===== src/rtl/pipeline_mem_pkg.sv =====
// Shared definitions for the MEM pipeline stage: memory opcodes, access size
// encoding, FSM states and small mask helpers.
package pipeline_pkg;

  localparam logic [31:0] OP_NONE  = 32'd0;
  localparam logic [31:0] OP_LOAD  = 32'd1;
  localparam logic [31:0] OP_STORE = 32'd2;

  // Access size: [1:0] = log2(bytes), [2] = zero-extend the loaded value.
  localparam logic [1:0] SIZE_BYTE  = 2'd0;
  localparam logic [1:0] SIZE_HALF  = 2'd1;
  localparam logic [1:0] SIZE_WORD  = 2'd2;
  localparam logic [1:0] SIZE_DWORD = 2'd3;
  localparam int         SIZE_ZEXT_BIT = 2;

  typedef enum logic [1:0] {
    ST_IDLE = 2'd0,
    ST_REQ  = 2'd1,
    ST_WAIT = 2'd2,
    ST_OUT  = 2'd3
  } state_t;

  // Low address bits that must be zero for an access of the given size.
  function automatic logic [2:0] align_mask(input logic [1:0] size);
    case (size)
      SIZE_BYTE:  align_mask = 3'b000;
      SIZE_HALF:  align_mask = 3'b001;
      SIZE_WORD:  align_mask = 3'b011;
      SIZE_DWORD: align_mask = 3'b111;
      default:    align_mask = 3'b111;
    endcase
  endfunction

  // Byte-enable pattern for an access of the given size at lane 0.
  function automatic logic [7:0] lane_mask(input logic [1:0] size);
    case (size)
      SIZE_BYTE:  lane_mask = 8'h01;
      SIZE_HALF:  lane_mask = 8'h03;
      SIZE_WORD:  lane_mask = 8'h0F;
      SIZE_DWORD: lane_mask = 8'hFF;
      default:    lane_mask = 8'h00;
    endcase
  endfunction

endpackage


===== src/rtl/pipeline_mem_load_align.sv =====
// Picks the addressed bytes out of an aligned doubleword and sign- or
// zero-extends them to the full datapath width.
module mem_load_align
  import pipeline_pkg::*;
#(
  parameter int DATA_WIDTH = 64
) (
  input  logic [DATA_WIDTH-1:0] resp_data,
  input  logic [2:0]            byte_off,
  input  logic [2:0]            size,
  output logic [DATA_WIDTH-1:0] load_data
);

  logic [DATA_WIDTH-1:0] shifted_s;
  logic                  zext_s;

  // Shift the addressed lane down to bit 0, then extend by access size.
  always_comb begin
    shifted_s = resp_data >> {byte_off, 3'b000};
    zext_s    = size[SIZE_ZEXT_BIT];
    load_data = shifted_s;
    case (size[1:0])
      SIZE_BYTE: load_data = {{(DATA_WIDTH-8){~zext_s & shifted_s[7]}}, shifted_s[7:0]};
      SIZE_HALF: load_data = {{(DATA_WIDTH-16){~zext_s & shifted_s[15]}}, shifted_s[15:0]};
      SIZE_WORD: load_data = {{(DATA_WIDTH-32){~zext_s & shifted_s[31]}}, shifted_s[31:0]};
      SIZE_DWORD: load_data = shifted_s;
      default:   load_data = shifted_s;
    endcase
  end

endmodule


===== src/rtl/pipeline_mem.sv =====
// MEM pipeline stage: accepts one instruction at a time from EX, issues an
// aligned doubleword request for loads/stores, and presents the result to WB.
module pipeline_mem
  import pipeline_pkg::*;
#(
  parameter int ADDR_WIDTH = 64,
  parameter int DATA_WIDTH = 64
) (
  input  logic                  clk,
  input  logic                  reset,
  input  logic                  in_valid,
  output logic                  ready,
  input  logic [DATA_WIDTH-1:0] ex_res,
  input  logic [DATA_WIDTH-1:0] r2_val_mem,
  input  logic [4:0]            mem_dst_reg,
  input  logic [31:0]           next_mem_opcode,
  input  logic [2:0]            next_mem_operation_size,
  input  logic                  ecall_mem,
  output logic                  dmem_req_valid,
  input  logic                  dmem_req_ready,
  output logic [ADDR_WIDTH-1:0] dmem_req_addr,
  output logic                  dmem_req_we,
  output logic [DATA_WIDTH-1:0] dmem_req_wdata,
  output logic [7:0]            dmem_req_strb,
  input  logic                  dmem_resp_valid,
  input  logic [DATA_WIDTH-1:0] dmem_resp_data,
  output logic                  wb_valid,
  input  logic                  wb_ready,
  output logic [DATA_WIDTH-1:0] wb_res,
  output logic [4:0]            wb_dst_reg,
  output logic                  wb_ecall,
  output logic                  wb_misaligned
);

  state_t                state_r, next_state_s;
  logic [ADDR_WIDTH-1:0] addr_s;
  logic                  is_load_s, is_store_s, mem_op_s, misaligned_s;
  logic [DATA_WIDTH-1:0] load_data_s;

  logic [4:0]            dst_r;
  logic [2:0]            off_r;
  logic [2:0]            size_r;
  logic                  store_r;
  logic [ADDR_WIDTH-1:0] req_addr_r;
  logic                  req_we_r;
  logic [DATA_WIDTH-1:0] req_wdata_r;
  logic [7:0]            req_strb_r;
  logic [DATA_WIDTH-1:0] wb_res_r;
  logic [4:0]            wb_dst_r;
  logic                  wb_ecall_r;
  logic                  wb_mis_r;

  assign addr_s       = ex_res[ADDR_WIDTH-1:0];
  assign is_load_s    = (next_mem_opcode == OP_LOAD);
  assign is_store_s   = (next_mem_opcode == OP_STORE);
  assign mem_op_s     = (next_mem_opcode != OP_NONE) && (is_load_s || is_store_s);
  assign misaligned_s = |(addr_s[2:0] & align_mask(next_mem_operation_size[1:0]));

  assign dmem_req_addr  = req_addr_r;
  assign dmem_req_we    = req_we_r;
  assign dmem_req_wdata = req_wdata_r;
  assign dmem_req_strb  = req_strb_r;
  assign wb_res         = wb_res_r;
  assign wb_dst_reg     = wb_dst_r;
  assign wb_ecall       = wb_ecall_r;
  assign wb_misaligned  = wb_mis_r;

  mem_load_align #(.DATA_WIDTH(DATA_WIDTH)) u_align (
    .resp_data (dmem_resp_data),
    .byte_off  (off_r),
    .size      (size_r),
    .load_data (load_data_s)
  );

  // State register; reset abandons any in-flight transaction.
  always_ff @(posedge clk or posedge reset) begin
    if (reset) state_r <= ST_IDLE;
    else       state_r <= next_state_s;
  end

  // Next-state logic; OUT always returns to IDLE so there is no back-to-back accept.
  always_comb begin
    next_state_s = state_r;
    case (state_r)
      ST_IDLE: begin
        if (in_valid) next_state_s = (mem_op_s && !misaligned_s) ? ST_REQ : ST_OUT;
        else          next_state_s = ST_IDLE;
      end
      ST_REQ: begin
        if (dmem_req_ready) next_state_s = store_r ? ST_OUT : ST_WAIT;
        else                next_state_s = ST_REQ;
      end
      ST_WAIT: begin
        if (dmem_resp_valid) next_state_s = ST_OUT;
        else                 next_state_s = ST_WAIT;
      end
      ST_OUT: begin
        if (wb_ready) next_state_s = ST_IDLE;
        else          next_state_s = ST_OUT;
      end
      default: next_state_s = ST_IDLE;
    endcase
  end

  // Handshake outputs decoded from the registered state.
  always_comb begin
    ready          = 1'b0;
    dmem_req_valid = 1'b0;
    wb_valid       = 1'b0;
    case (state_r)
      ST_IDLE: ready          = 1'b1;
      ST_REQ:  dmem_req_valid = 1'b1;
      ST_WAIT: ready          = 1'b0;
      ST_OUT:  wb_valid       = 1'b1;
      default: ready          = 1'b0;
    endcase
  end

  // Capture the instruction on accept and build request / writeback fields.
  always_ff @(posedge clk or posedge reset) begin
    if (reset) begin
      dst_r       <= 5'd0;
      off_r       <= 3'd0;
      size_r      <= 3'd0;
      store_r     <= 1'b0;
      req_addr_r  <= {ADDR_WIDTH{1'b0}};
      req_we_r    <= 1'b0;
      req_wdata_r <= {DATA_WIDTH{1'b0}};
      req_strb_r  <= 8'h00;
      wb_res_r    <= {DATA_WIDTH{1'b0}};
      wb_dst_r    <= 5'd0;
      wb_ecall_r  <= 1'b0;
      wb_mis_r    <= 1'b0;
    end else begin
      case (state_r)
        ST_IDLE: begin
          if (in_valid) begin
            dst_r      <= mem_dst_reg;
            off_r      <= addr_s[2:0];
            size_r     <= next_mem_operation_size;
            store_r    <= is_store_s;
            wb_ecall_r <= ecall_mem;
            if (!mem_op_s) begin
              wb_res_r <= ex_res;
              wb_dst_r <= mem_dst_reg;
              wb_mis_r <= 1'b0;
            end else if (misaligned_s) begin
              wb_res_r <= ex_res;
              wb_dst_r <= 5'd0;
              wb_mis_r <= 1'b1;
            end else begin
              req_addr_r  <= {addr_s[ADDR_WIDTH-1:3], 3'b000};
              req_we_r    <= is_store_s;
              req_wdata_r <= is_store_s ? (r2_val_mem << {addr_s[2:0], 3'b000})
                                        : {DATA_WIDTH{1'b0}};
              req_strb_r  <= is_store_s ? (lane_mask(next_mem_operation_size[1:0]) << addr_s[2:0])
                                        : 8'h00;
              wb_mis_r    <= 1'b0;
            end
          end
        end
        ST_REQ: begin
          if (dmem_req_ready && store_r) begin
            wb_res_r <= {DATA_WIDTH{1'b0}};
            wb_dst_r <= 5'd0;
          end
        end
        ST_WAIT: begin
          if (dmem_resp_valid) begin
            wb_res_r <= load_data_s;
            wb_dst_r <= dst_r;
          end
        end
        ST_OUT:  wb_mis_r <= wb_mis_r;
        default: wb_mis_r <= 1'b0;
      endcase
    end
  end

endmodule


===== config.mk =====
export PLATFORM = sky130hd
export DESIGN_NAME = pipeline_mem
export DESIGN_NICKNAME = d
export VERILOG_FILES = /design/src/rtl/pipeline_mem_pkg.sv /design/src/rtl/pipeline_mem_load_align.sv /design/src/rtl/pipeline_mem.sv
export SDC_FILE = /design/constraint.sdc
export NUM_CORES = 1
export LEC_CHECK = 0
export ABC_AREA = 1
export CAP_MARGIN = 20
export CORE_AREA = 2 2 175 177
export CTS_BUF_LIST = sky130_fd_sc_hd__clkbuf_8
export DETAILED_ROUTE_END_ITERATION = 10
export DIE_AREA = 0 0 177 179
export GPL_TIMING_DRIVEN = 0
export PLACE_DENSITY_LB_ADDON = 0.12
export RECOVER_POWER = 100
export SYNTH_ARGS = -nofsm -noshare
export SYNTH_HDL_FRONTEND = slang
export SYNTH_SLANG_ARGS = --single-unit

===== constraint.sdc =====
create_clock -name clk -period 8.2 [get_ports clk]
set_input_delay 1.64 -clock clk [delete_from_list [all_inputs] [get_ports clk]]
set_output_delay 1.64 -clock clk [all_outputs]
set_load 0.03 [all_outputs]

==> results of run 1 <==
[cells by family (layout without fill, tap and decap cells)]
logic type / Yosys count / count (layout)
AOI/OAI and AO/OA: 304 / 304
adders and majority gates: 5 / 5
buffers and inverters: 236 / 744
DFF: 219 / 219
other: 1 / 11
and+or+nand+nor: 1300 / 1300
[area by class of cell]
cell class	count	area [um2]	area share
Sequential cell	219	5480	0.288
Clock buffer	45	619	0.0325
Clock inverter	18	85.1	0.00447
Inverter	94	354	0.0186
Buffer	142	647	0.0340
Multi-Input combinational cell	1612	6860	0.360
Timing Repair Buffer	445	4470	0.235
Tap cell	396	495	0.0260
Antenna cell	8	20.0	0.00105
[how the worst min path moves through the flow]
| stage | end | slack, ps | cells after the start | start |
|---|---|---|---|---|
| final | wb_res[13] | 470 | 2 | wb_res[13] |
| after CTS | wb_res[13] | 480 | 2 | wb_res[13] |
| after floorplan | dst_r[0] | 450 | 2 | dst_r[0] |
| after global placement | dmem_req_addr[27] | 460 | 2 | dmem_req_addr[27] |
| after global routing | dmem_req_addr[27] | 490 | 2 | dmem_req_addr[27] |
| after detailed placement | dmem_req_addr[8] | 460 | 2 | dmem_req_addr[8] |
[tightest hold or removal path, cell delays in order (launching register included)]
cell	delay (ps)
dfrtp_1	330
nand2_1	50
nand2_1	60
[power breakdown]
group | switching, mW | leakage [nW] | total, mW | internal, mW
registers | 0.0988 | 2.96 | 1.37 | 1.27
logic | 2.09 | 6.67 | 3.06 | 0.971
clock network | 0.452 | 0.402 | 0.949 | 0.496
total | 2.64 | 10.0 | 5.37 | 2.74
[per-stage QoR]
| step | hold WS, ps | setup TNS, ps |
|---|---|---|
| after floorplan | 449 | 0 |
| after global placement | 462 | -449460 |
| after detailed placement | 464 | 0 |
| after CTS | 479 | 0 |
| after global routing | 490 | 0 |
| final | 472 | 0 |
[layout by cell type (no fill, tap or decap), types with 2 or more instances in the layout]
cell type	netlist	layout
ha_1	5	5
conb_1	1	3
nor2_2	2	2
clkinv_2	0	4
nand2_1	1046	1047
dfrtp_1	219	219
diode_2	0	8
nand3_1	142	143
a21oi_1	47	48
o22a_1	5	5
dlygate4sd3_1	0	211
o21ai_0	148	204
a31oi_1	2	2
buf_4	14	13
clkinvlp_4	0	2
a22oi_1	15	15
o21bai_1	3	3
o21ai_1	62	6
clkdlybuf4s50_1	0	233
o221ai_1	3	3
or2_2	3	3
nand4_1	12	12
clkbuf_8	0	45
inv_1	85	97
nand3_2	3	2
buf_2	64	46
clkbuf_1	46	66
buf_1	16	16
inv_2	8	6
nor2_1	87	87
o211ai_1	12	12
[routing by layer]
layer  global-route usage  vias to the layer above  wire length (um)
met1                0.435                     7409             22200
met4                0.195                        4              3460
met2                0.620                      839             27800
met3               0.0642                      177              4820
li1                     -                     7542                 -
met5                    0                        -                23
==> flow_summary.yaml, run 1 <==
routing:
  drc: 0
  drt_wl_total_um: 58400
  ant_nets: 0
  detail_route.wl_per_cell_um: 19.6
  routed_via_density: 5.36
  firstDrtPassIters: 6
  vias: 16000
  drt_iter0_markers: 1442
setup_path:
  cp-start-kind: "input port"
  reg2reg_to: "wb_res[11]"
  worstSetupStartpoint: "reset"
  arrival_ps: 4950
  crit_fanout: 108
  worstReg2RegStart: "state_r[0]"
  cp_top_family: "buffers and inverters"
  critPathMaxStageDelay_ps: 2690
  r2r_slack_ps: 4990
  worstSetupPathType: "in2async"
  critPathBufInv: 2
  cp-endpoint: "wb_res[27]"
  cp_data_required_time_ps: 7970
  cp.depth: 2
  crit_slowest_cell: "clkinvlp_2"
  rr_worst_depth: 11
  worst_setup_path_end_kind: "async pin"
  path_cells: "dlygate4sd3_1 > clkinvlp_2"
cts:
  cts.clk_slew.worst_paths_ps: 60
  cts_buffer_depth: 3
  cts.htree.levels: 2
  clock-sinks: 219
  postCtsResizedCells: 0
  cts_post_setup_buffers_inserted: 0
  cts_buffers: 38
  ctsHoldBuffers: 0
  clk_latency_ps: 540
  root_buffer: "clkbuf_8"
  cts_tree: "done"
timing:
  period_share: 0.632
  slew_headroom: -2.23
  fmax_mhz: 193
  hold_viol_final: 0
  fin_ws_ps: 3020
  period_needed_ps: 5180
  worst_pin_slew_ps: 4820
  rsz0062_at_grt: "false"
  final-setup-viol-count: 0
  fin_skew_ps: 32.8
  drv_slew: 108
cells_and_area:
  syn_to_final_growth_pct: 42.2
  final_cell_count_no_fill: 2979
  fin_area_um2: 19000
  fin_util: 0.634
  nNetsFinal: 2796
  drive_gt1_frac: 0.0509
  fillCellCount: 2831
logic_synthesis:
  synthMuxAreaShare: 0
  synth_enable_flop_cells: 0
  synth_simple_gate_area_frac: 0.385
  ys_warn_count: 0
  synthTopCellsByCount: "nand2_1 (1046), dfrtp_1 (219), o21ai_0 (148), nand3_1 (142), nor2_1 (87)"
  ys.flop_type: "dfrtp_1"
  ys_async_sr_fraction: 1.00
  synth_top_family_by_area: "simple AND/OR/NAND/NOR gates"
  ys_types: 38
  synth_top_area_cell: "dfrtp_1"
  netlist_top_cells_area: "dfrtp_1 (41%), nand2_1 (29%), o21ai_0 (5.5%)"
  synthAdderAreaFrac: 0.00467
  synthXorXnorAreaFrac: 0
  synth_most_common_cell: "nand2_1"
  ys_seq_elements: 219
  syn_inst: 2065
  synth-compound-area-share: 0.124
  synth-seq-area-share: 0.409
  synth_top_area_frac: 0.409
  syn-cell-area_um2: 13400
  syn_area_per_cell_um2: 6.48
placement:
  hpwl_um: 46400
  gp_congestion: 1.04
  place_ws_ps: 4180
  io_buffer_count: 444
  place_area_um2: 18400
  dp_cells: 2908
global_route:
  grt_util_all_layers: 0.363
  grt_pass1_wl_um: 87100
  grt_max_degree: 113
  first_global_vias: 15500
  antenna_found_initial: 7
  overflow: 0
power_and_ir_drop:
  finalPower_mw: 5.37
  p_leak_nw: 10.0
  max-vdd-ir-drop_mv: 0.120
  p_per_area_nw_per_um2: 282
outcome:
  violations: "capacitance limit, slew limit"
  outcome: "complete, but fails checks"
floorplanning:
  pin_count: 450
  die_x_um: 177
  core_um2: 30000
  die_h_um: 179
  rows: 64
  start_util: 0.446
  dieArea_um2: 31700
worst_hold_path:
  hp-class: "reg2reg"
run:
  drv_cap: 1
Power figures use the tool's default switching activity.
==> inputs of run 2 (changes only) <==
CORE_AREA = not set   (was 2 2 175 177)
CORE_MARGIN = 1   (was not set)
CORE_UTILIZATION = 43   (was not set)
DIE_AREA = not set   (was 0 0 177 179)
clock period = 4.3 ns   (was 8.2 ns; I/O delays follow)
==> flow_summary.yaml, run 2 (synthesis gave the netlist of run 1 again) <==
cells_and_area:
  final_common_cell: "nand2_1"
  multi_input_area_um2: 6860
  final_cell_count_no_fill: 2987
  layout_common_cells: "nand2_1 (1047), clkdlybuf4s50_1 (234), dfrtp_1 (219)"
  nNetsFinal: 2801
  register_area_um2: 5480
  fillCellCount: 2814
  fin_area_um2: 19200
  drive_gt1_frac: 0.0576
  syn_to_final_growth_pct: 43.4
floorplanning:
  pin_count: 450
  die_h_um: 178
  core_um2: 30600
  die_x_um: 178
  dieArea_um2: 31800
  start_util: 0.438
  rows: 64
power_and_ir_drop:
  p_leak_nw: 10.1
  p_per_area_nw_per_um2: 553
  max-vdd-ir-drop_mv: 0.312
cts:
  ctsHoldBuffers: 0
  root_buffer: "clkbuf_8"
  cts_buffer_depth: 3
  cts.htree.levels: 2
  cts_tree: "done"
  clk_latency_ps: 580
  clock-sinks: 219
  cts_buffers: 39
  postCtsResizedCells: 0
  cts_post_setup_buffers_inserted: 0
  cts.clk_slew.worst_paths_ps: 60
setup_path:
  arrival_ps: 4030
  worst_setup_path_end_kind: "register"
  worstSetupPathType: "in2reg"
  cp_data_required_time_ps: 4780
  cp-start-kind: "input port"
  path_cells: "dlygate4sd3_1 > nor2_1 > nand2_1 > nor2_1 > nand2_1 > a21oi_1 > nand3_1 > clkbuf_1 > buf_2 > o21ai_0"
  worstSetupStartpoint: "next_mem_opcode[15]"
  crit_fanout: 10
  crit_slowest_cell: "dlygate4sd3_1"
  worstReg2RegStart: "state_r[0]"
  critPathMaxStageDelay_ps: 560
global_route:
  grt_max_degree: 42
  grt_pass1_wl_um: 91200
  first_global_vias: 15800
  overflow: 0
  grt_util_all_layers: 0.382
  antenna_found_initial: 6
timing:
  worst_pin_slew_ps: 1460
  rsz0062_at_grt: "false"
  slew_headroom: 0.0206
  drv_slew: 0
  final-setup-viol-count: 0
  hold_viol_final: 0
  fmax_mhz: 282
  period_needed_ps: 3550
  finalSetupTns_ps: 0
  period_share: 0.825
  fin_skew_ps: 41.7
  whs_ps: 470
worst_hold_path:
  hp-class: "reg2reg"
  holdCritStartpoint: "dmem_req_addr[23]"
placement:
  dp_cells: 2912
  hpwl_um: 49300
  gp_congestion: 1.02
  io_buffer_count: 444
  place_area_um2: 18400
routing:
  drc: 0
  routed_via_density: 5.45
  drt_wl_total_um: 61600
  drt_iter0_markers: 1475
  vias: 16300
  ant_nets: 0
  detail_route.wl_per_cell_um: 20.6
  firstDrtPassIters: 5
outcome:
  violations: "capacitance limit"
  outcome: "complete, but fails checks"
run:
  drv_cap: 1
[run 2: worst max-delay path, delay by kind of cell]
family | cells | cell delay (ps)
compound gates | 2 | 770
buf+inv | 3 | 1460
simple gates | 5 | 930
[run 2: stage by stage]
stage | utilization | setup WS (ps) | power (mW)
final | 0.628 | 751 | 10.6
after CTS | 0.629 | 1270 | 10.7
after floorplan | - | 586 | 6.40
after global routing | 0.627 | 639 | 11.3
after global placement | 0.599 | -1070 | 8.52
after detailed placement | 0.603 | 1070 | 8.61
[run 2: metal layers]
| metal | global-route usage | wire length (um) |
|---|---|---|
| met5 | 0 | 25 |
| met4 | 0.206 | 3390 |
| met3 | 0.0714 | 4980 |
| met2 | 0.640 | 29300 |
| met1 | 0.464 | 23900 |
[run 2: cell type report]
type	instances	area share
multi-input combinational	1612	0.357
sequential	219	0.285
timing repair buffer	449	0.235
clock buffer	50	0.0358
buffer	142	0.0346
tap	396	0.0258
inverter	94	0.0184
clock inverter	20	0.00678
antenna	5	0.000652
[run 2: path summary, 6_finish.rpt]
kind / endpoint / cells after the start / slack [ps]
hold / removal: dmem_req_addr[23] / 2 / 470
setup reg to reg: wb_res[11] / 11 / 1360
max in group asynchronous: wb_res[31] / 4 / 1340
hold reg to reg: dmem_req_addr[23] / 2 / 470
setup / recovery: dmem_req_strb[0] / 10 / 750
min in group asynchronous: dmem_req_wdata[3] / 2 / 1080
[run 2: where the power goes]
group	leakage, nW	internal [mW]	switching, mW
combinational	6.71	1.87	4.07
sequential	2.96	2.42	0.196
clock	0.466	1.11	0.947
==> inputs of run 3 (changes only) <==
clock period = 3.1 ns   (was 4.3 ns; I/O delays follow)
==> flow_summary.yaml, run 3 (synthesis gave the netlist of run 1 again) <==
outcome:
  outcome: "finished, final reports clean"
cts:
  root_buffer: "clkbuf_8"
  ctsHoldBuffers: 0
  cts_buffer_depth: 3
  postCtsResizedCells: 0
  cts_buffers: 39
  cts_tree: "done"
  clock-sinks: 219
  clk_latency_ps: 570
  cts_post_setup_buffers_inserted: 0
  cts.clk_slew.worst_paths_ps: 60
  cts.htree.levels: 2
routing:
  ant_nets: 0
  drt_wl_total_um: 61700
  firstDrtPassIters: 8
  detail_route.wl_per_cell_um: 20.7
  routed_via_density: 5.48
  drc: 0
  vias: 16400
  drt_iter0_markers: 1347
timing:
  rsz0062_at_grt: "false"
  hold_viol_final: 0
  worst_pin_slew_ps: 1280
  slew_headroom: 0.141
  fin_skew_ps: 40.6
  finalSetupTns_ps: 0
  period_share: 0.917
  fmax_mhz: 352
  period_needed_ps: 2840
  drv_slew: 0
  final-setup-viol-count: 0
global_route:
  antenna_found_initial: 6
  grt_max_degree: 42
  overflow: 0
  first_global_vias: 15800
  grt_util_all_layers: 0.382
  grt_pass1_wl_um: 91200
floorplanning:
  core_um2: 30600
  pin_count: 450
  start_util: 0.438
  die_h_um: 178
  dieArea_um2: 31800
  rows: 64
  die_x_um: 178
setup_path:
  cp_data_required_time_ps: 3550
  rr_worst_depth: 12
  reg2reg_to: "wb_res[51]"
  worstReg2RegStart: "state_r[0]"
  arrival_ps: 3290
  r2r_slack_ps: 500
  cp-start-kind: "input port"
  worst_setup_path_end_kind: "register"
  crit_fanout: 10
  worstSetupPathType: "in2reg"
cells_and_area:
  fin_area_um2: 19200
  final_common_cell: "nand2_1"
  layout_common_cells: "nand2_1 (1046), clkdlybuf4s50_1 (235), dfrtp_1 (219)"
  fillCellCount: 2807
  drive_gt1_frac: 0.0619
  nNetsFinal: 2801
  syn_to_final_growth_pct: 43.5
run:
  drv_cap: 0
power_and_ir_drop:
  p_leak_nw: 10.1
  p_per_area_nw_per_um2: 768
  max-vdd-ir-drop_mv: 0.432
worst_hold_path:
  holdCritStartpoint: "dmem_req_addr[23]"
  holdPathEnd: "dmem_req_addr[23]"
  hp-class: "reg2reg"
  hold_depth: 2
placement:
  place_area_um2: 18400
  io_buffer_count: 444
  hpwl_um: 49300
  gp_congestion: 1.02
==> run 3: routing by layer <==
| metal | vias to the layer above | wire (um) | share of wire | global-route usage |
|---|---|---|---|---|
| li1 | 7554 | - | - | - |
| met1 | 7763 | 23900 | 0.39 | 0.464 |
| met2 | 875 | 29300 | 0.47 | 0.640 |
| met3 | 180 | 5000 | 0.081 | 0.0714 |
| met4 | 4 | 3450 | 0.056 | 0.206 |
| met5 | - | 25 | 0.00041 | 0 |
==> run 3: layout make-up <==
cell class	instances	area, um2	area share
diodes	4	10.0	0.000521
plain buffers	142	677	0.0353
clock buffers	50	688	0.0358
clock inverters	20	130	0.00678
inverters	94	354	0.0184
multi-input cells	1612	6870	0.358
flip-flops and latches	219	5480	0.285
well taps	396	495	0.0258
repair buffers	449	4500	0.234
==> run 3: worst max path at each step <==
stage / slack [ps] / endpoint / start / cells past startpoint
3_5_place_dp: 110 / dmem_req_we / next_mem_opcode[15] / 11
6_report: 260 / dmem_req_wdata[62] / next_mem_opcode[15] / 11
3_3_place_gp: -2030 / dmem_req_addr[45] / reset / 2
2_1_floorplan: -370 / dmem_req_addr[10] / reset / 1
5_1_grt: 140 / dmem_req_wdata[59] / next_mem_opcode[15] / 11
4_1_cts: 310 / ready / state_r[1] / 3
==> run 3: through the flow <==
| stage | worst slack [ps] | cells | total power [mW] | hold slack (ps) | util |
|---|---|---|---|---|---|
| 3_3_place_gp | -2030 | 2907 | 11.8 | 462 | 0.599 |
| 6_report | 257 | 2986 | 14.7 | 470 | 0.628 |
| 2_1_floorplan | -374 | 2067 | 8.87 | 449 | - |
| 3_5_place_dp | 110 | 2912 | 11.9 | 464 | 0.603 |
| 5_1_grt | 143 | 2985 | 15.7 | 494 | 0.628 |
| 4_1_cts | 310 | 2982 | 14.8 | 481 | 0.629 |
==> run 3: critical path, cell delays in order <==
cell             delay [ps]
clkdlybuf4s50_1         420
nor2_1                  110
nand2_1                  50
nor2_1                  130
nand2_1                  90
a21oi_1                 590
nand3_2                 420
buf_2                   370
clkbuf_2                280
nand2_1                 110
o21ai_0                  80
==> run 3: where the power goes <==
group / switching (mW) / internal (mW) / total (mW)
clock network: 1.32 / 1.55 / 2.86
registers: 0.273 / 3.35 / 3.63
logic: 5.65 / 2.60 / 8.25
